### config.mk
export PLATFORM = sky130hd
export DESIGN_NAME = payment_controller
export DESIGN_NICKNAME = d
export VERILOG_FILES = /design/src/rtl/payment_controller.sv
export SDC_FILE = /design/constraint.sdc
export NUM_CORES = 1
export LEC_CHECK = 0
export ABC_AREA = 1
export BUFFER_PORTS_ARGS = -buffer_cell sky130_fd_sc_hd__buf_2
export CORE_MARGIN = 4
export CORE_UTILIZATION = 45
export CTS_BUF_LIST = sky130_fd_sc_hd__clkbuf_2
export CTS_CLUSTER_SIZE = 28
export DETAILED_ROUTE_END_ITERATION = 12
export PLACE_DENSITY = 0.74
export SLEW_MARGIN = 20
export SYNTH_ARGS = -nofsm -noshare
export SYNTH_HDL_FRONTEND = slang
export SYNTH_SLANG_ARGS = --single-unit
### constraint.sdc
create_clock -name clk -period 3.6 [get_ports clk]
set_clock_uncertainty 0.1 [all_clocks]
set_input_delay 0.18 -clock clk [delete_from_list [all_inputs] [get_ports clk]]
set_output_delay 0.18 -clock clk [all_outputs]
set_load 0.02 [all_outputs]
### src/rtl/payment_controller.sv
// Exit-lane payment controller: requests the fee, collects coins, then either
// settles (change + gate pulse) or refunds on cancel/timeout.
module payment_controller #(
  parameter int TIMEOUT_CYCLES = 1000,
  parameter int TIMER_W        = 16
) (
  input  logic       clk,
  input  logic       reset,
  input  logic       exit_request,
  input  logic [7:0] vehicle_id_in,
  output logic       calculate_fee,
  input  logic [7:0] fee_amount,
  input  logic       fee_valid,
  input  logic       coin_valid,
  input  logic [7:0] coin_value,
  input  logic       cancel,
  output logic       busy,
  output logic [7:0] amount_due,
  output logic [8:0] amount_paid,
  output logic       change_valid,
  output logic [7:0] change_amount,
  output logic       gate_open,
  output logic [7:0] done_id,
  output logic       refund_valid,
  output logic [8:0] refund_amount,
  output logic       timeout_error
);

  typedef enum logic [2:0] {IDLE, REQUEST, WAIT_FEE, COLLECT, SETTLE, REFUND} state_t;

  localparam logic [TIMER_W-1:0] TIMER_LAST = TIMER_W'(TIMEOUT_CYCLES - 1);

  state_t             state, state_nxt;
  logic [TIMER_W-1:0] timer, timer_nxt;
  logic [7:0]         vehicle_id, vehicle_id_nxt;
  logic [7:0]         amount_due_nxt, change_amount_nxt, done_id_nxt;
  logic [8:0]         amount_paid_nxt, refund_amount_nxt;
  logic               calculate_fee_nxt, change_valid_nxt, gate_open_nxt;
  logic               refund_valid_nxt, timeout_error_nxt, busy_nxt;

  logic [8:0]         coin_total;
  logic [TIMER_W-1:0] timer_inc;
  logic               timer_expired;

  assign coin_total    = amount_paid + {1'b0, coin_value};
  assign timer_inc     = timer + TIMER_W'(1);
  assign timer_expired = (timer_inc == TIMER_LAST);

  // Every output is registered, so the next-state logic also computes the
  // next value of each output; pulses fall back to 0 unless set below.
  always_comb begin
    state_nxt         = state;
    timer_nxt         = timer;
    vehicle_id_nxt    = vehicle_id;
    amount_due_nxt    = amount_due;
    amount_paid_nxt   = amount_paid;
    change_amount_nxt = change_amount;
    done_id_nxt       = done_id;
    refund_amount_nxt = refund_amount;
    calculate_fee_nxt = 1'b0;
    change_valid_nxt  = 1'b0;
    gate_open_nxt     = 1'b0;
    refund_valid_nxt  = 1'b0;
    timeout_error_nxt = 1'b0;

    case (state)
      IDLE: begin
        if (exit_request) begin
          vehicle_id_nxt = vehicle_id_in;
          state_nxt      = REQUEST;
        end
      end
      REQUEST: begin
        calculate_fee_nxt = 1'b1;
        timer_nxt         = '0;
        state_nxt         = WAIT_FEE;
      end
      WAIT_FEE: begin
        if (fee_valid) begin
          amount_due_nxt  = fee_amount;
          amount_paid_nxt = '0;
          timer_nxt       = '0;
          state_nxt       = (fee_amount == 8'd0) ? SETTLE : COLLECT;
        end else if (timer_expired) begin
          timeout_error_nxt = 1'b1;
          timer_nxt         = '0;
          state_nxt         = IDLE;
        end else begin
          timer_nxt = timer_inc;
        end
      end
      COLLECT: begin
        // A coin arriving with cancel is always counted before the cancel is honoured.
        if (coin_valid) begin
          amount_paid_nxt = coin_total;
          timer_nxt       = '0;
          if (coin_total >= {1'b0, amount_due}) state_nxt = SETTLE;
          else if (cancel)                      state_nxt = REFUND;
        end else if (cancel) begin
          state_nxt = REFUND;
        end else if (timer_expired) begin
          timeout_error_nxt = 1'b1;
          timer_nxt         = '0;
          state_nxt         = REFUND;
        end else begin
          timer_nxt = timer_inc;
        end
      end
      SETTLE: begin
        change_amount_nxt = 8'(amount_paid - {1'b0, amount_due});
        change_valid_nxt  = 1'b1;
        gate_open_nxt     = 1'b1;
        done_id_nxt       = vehicle_id;
        state_nxt         = IDLE;
      end
      REFUND: begin
        refund_amount_nxt = amount_paid;
        refund_valid_nxt  = (amount_paid != 9'd0);
        state_nxt         = IDLE;
      end
      default: state_nxt = IDLE;
    endcase

    busy_nxt = (state_nxt != IDLE);
  end

  always_ff @(posedge clk) begin
    if (reset) begin
      state         <= IDLE;
      timer         <= '0;
      vehicle_id    <= '0;
      busy          <= 1'b0;
      amount_due    <= '0;
      amount_paid   <= '0;
      change_amount <= '0;
      done_id       <= '0;
      refund_amount <= '0;
      calculate_fee <= 1'b0;
      change_valid  <= 1'b0;
      gate_open     <= 1'b0;
      refund_valid  <= 1'b0;
      timeout_error <= 1'b0;
    end else begin
      state         <= state_nxt;
      timer         <= timer_nxt;
      vehicle_id    <= vehicle_id_nxt;
      busy          <= busy_nxt;
      amount_due    <= amount_due_nxt;
      amount_paid   <= amount_paid_nxt;
      change_amount <= change_amount_nxt;
      done_id       <= done_id_nxt;
      refund_amount <= refund_amount_nxt;
      calculate_fee <= calculate_fee_nxt;
      change_valid  <= change_valid_nxt;
      gate_open     <= gate_open_nxt;
      refund_valid  <= refund_valid_nxt;
      timeout_error <= timeout_error_nxt;
    end
  end

endmodule

==> metrics.csv <==
metric,value,unit
outcome,"complete, no violations",
via count of the first global-routing pass,4027,
total via count in the routed design,4188,
total global-route track usage,20.6,%
total clock buffers created by CTS,9,
gpl congestion,0.874,
layout cell share with drive strength beyond 1,19.2,%
layout filler cell count,844,
Net Sw Power,527,µW
Antenna Cells,0,
cell types with the highest counts after synthesis,"nand2_1, nor2_1, inv_1",
clock network fraction of total power,29.5,%
area of the multi-input gates,0.00235,mm²
largest family of logic cells by synthesized area,simple AND/OR/NAND/NOR gates,
worst setup slack after placement,0.376,ns
Max Used Layer,met4,
Die ar.,0.0109,mm²
Mapped Cells,595,
per-instance average area after synthesis,7.03,µm²
Netlist Area Pre-Place,0.00418,mm²
share of synthesized flip-flops with an asynchronous set or reset,0,%
internal power summed over all cells,1120,µW
clock tree root driver cell,clkbuf_2,
worst slew margin relative to its limit,47.4,%
most instantiated library cell after synthesis,nand2_1,
Post-synth top flop,dfxtp_1,
Worst Path Max Fanout,4,
final clock period utilization by the worst path,87.8,%
xor/xnor share of the synthesized area,2.30,%
Post-DRT Antenna Nets,0,
number of warnings reported in the yosys synthesis log,0,
Rows,34,
maximum level of the CTS H-tree,3,
worst slack on hold paths,0.0275,ns
Met2 Wirelength,5.09,mm
wire length on met3,627,µm
worst min-delay path endpoint,timer[10],
largest net degree at the start of global routing,44,
Synth Area in Compound Gates,15.2,%
count of input and output buffers,77,
peak supply drop,267,µV
layout overhead on the synthesized area,18.8,%
I/O pin count,78,
core area,0.00889,mm²
net switching fraction of the power,32.0,%
detail-routed net length per standard cell,13.6,µm
wire length of the first global-routing pass,18.7,mm
Synth cell types,35,
antenna violations before repair,0,
clock sinks,74,
met1 wire length,5.00,mm
total power per unit cell area,332,mW/mm²
min-delay src,cancel,
simple logic cell fraction of the synthesized area,30.0,%
cell type with the highest aggregate area in the netlist,dfxtp_1,
endpoint class of the critical path,flop,
FF-to-FF End,busy,
Bufs on Longest Clock Path,2,
final setup violation count,0,
clock transition at the register clock pins on the worst setup and hold paths after CTS,0.22,ns
data required time at the worst endpoint,3.96,ns
worst hold path cell count,4,
sequential-to-total area share from yosys stat,35.4,%
number of synthesized register bits,74,
FF-to-FF path depth,21,
top post-synthesis cells by area,"dfxtp_1, nand2_1, ha_1",
Synth top area share,35.4,%
sequential standard cell area,0.00148,mm²
crit path DAT,3.52,ns
total count of hold-check failures in the final report,0,
combinational share of power,18.0,%
Final Max Tran Viols,0,
static power due to leakage,0.00226,µW
Post-synth EDFFs,0,
Tightest Hold Check Type,in -> reg,
aggregate routed wire length,10.9,mm
synthesized netlist net count,652,
post-route worst setup slack,0.440,ns
path type of the worst setup path,reg -> reg,
worst slew pin tran,0.786,ns
unrepaired setup endpoints after global routing,no,
Die Height,104,µm
Via-to-Cell Ratio,5.22,
number of DRC markers after the initial detailed-route iteration,229,
number of remaining DRC errors,0,
Placement Cell Area,0.00466,mm²
setup total negative slack,0,ns
"arithmetic-cell share of the synthesized area counting full adders, half adders and majority gates",8.44,%
fraction of power consumed by sequential logic,52.4,%
setup slack of the worst register-to-register path,0.44,ns
Final Critical Period,3.16,ns
total global routing overflow,0,
detailed-placement wirelength estimate,7.93,mm
beginning of the worst register-to-register path,amount_paid[0],
highest attainable clock frequency,316,MHz
horizontal extent of the die,104,µm
worst skew pair latency,0.53,ns
starting density of the core,47.0,%
Finished Cell Area,0.00497,mm²
clock tree from TritonCTS,yes,
number of iterations in the first detailed-routing pass,5,
NumNets Final,746,
kind of launch point of the worst setup path,flop,
share of cell area taken by muxes after synthesis,0,%
number of max-capacitance violations reported,0,
utilization of the core after routing,55.9,%
[layer usage]
layer,GRT usage [%],vias to the layer above
met3,4.72,18
met2,33.9,124
met5,0,-
met1,26.5,1922
li1,-,2124
met4,7.12,0
[sequential cells by signal, summed over array words and instances, names as in the netlist]
name and flops:
amount_due 8, amount_paid 9, busy 1, calculate_fee 1, change_amount 8, done_id 8
gate_open 1, refund_amount 9, refund_valid 1, state 3, timeout_error 1, timer 16
vehicle_id 8
[through the flow]
step                      power, µW  std cells
after global placement         1150        768
final                          1650        802
after detailed placement       1160        768
after CTS                      1660        802
after floorplan                1070        595
after global routing           1740        802
[power by group through the flow]
stage	logic (µW)	registers (µW)	clock network [µW]
CTS	294	863	498
floorplan	183	891	0
detailed placement	278	879	0
global placement	271	878	0
global route	338	867	536
finish	297	864	487
[area by class of cell]
| type | instances | share of cell area (%) |
|---|---|---|
| Multi-Input combinational cell | 429 | 47.2 |
| Clock inverter | 7 | 1.56 |
| Tap cell | 108 | 2.72 |
| Sequential cell | 74 | 29.8 |
| Inverter | 76 | 5.74 |
| Timing Repair Buffer | 99 | 12.0 |
| Clock buffer | 9 | 0.907 |
[logic make-up (layout without fill, tap and decap cells)]
kind of cell	count (synthesis)	in the layout
fa+ha+maj	27	27
flops	74	74
compound gates	117	117
xor+xnor	11	11
simple gates	274	274
buf+inv	92	191
[worst max-delay path, cell delays in order, from the launching register on]
cell,delay (ns)
dfxtp_1,0.43
ha_1,0.19
inv_1,0.06
fa_1,0.41
inv_1,0.07
nand2_1,0.06
a21oi_2,0.18
a31oi_1,0.12
xnor2_1,0.20
ha_1,0.28
nand2_1,0.06
inv_1,0.03
o21ai_0,0.13
nand3b_1,0.09
a21oi_1,0.11
nand2_1,0.11
a21oi_1,0.14
nand2_1,0.06
nand2_1,0.05
nand2_1,0.05
nand2_1,0.08
nand3_2,0.08
[cells in the final DEF, fill, tap and decap left out, types with 12 or more instances in the layout]
master and n:
a21oi_1 57, buf_2 77, dfxtp_1 74, dlygate4sd3_1 18, ha_1 25, inv_1 75, nand2_1 115, nand2_2 15
nand3_1 26, nand4_1 12, nor2_1 77, o21ai_0 44
[timing repair]
action / CTS / global route
buffers inserted: 0 / 0
setup endpoints to repair: 0 / 1
hold buffers: 18 / 0
resized for setup: 0 / 1
hold endpoints to repair: 20 / 0
[how the worst max path moves through the flow]
stage | cells past startpoint | start | end
2_1_floorplan | 21 | amount_paid[0] | busy
3_3_place_gp | 21 | amount_paid[0] | busy
3_5_place_dp | 21 | amount_paid[0] | busy
4_1_cts | 22 | amount_paid[0] | busy
5_1_grt | 22 | amount_paid[0] | state[1]
6_report | 21 | amount_paid[0] | busy
No activity file was read; power rests on OpenSTA's default activity.
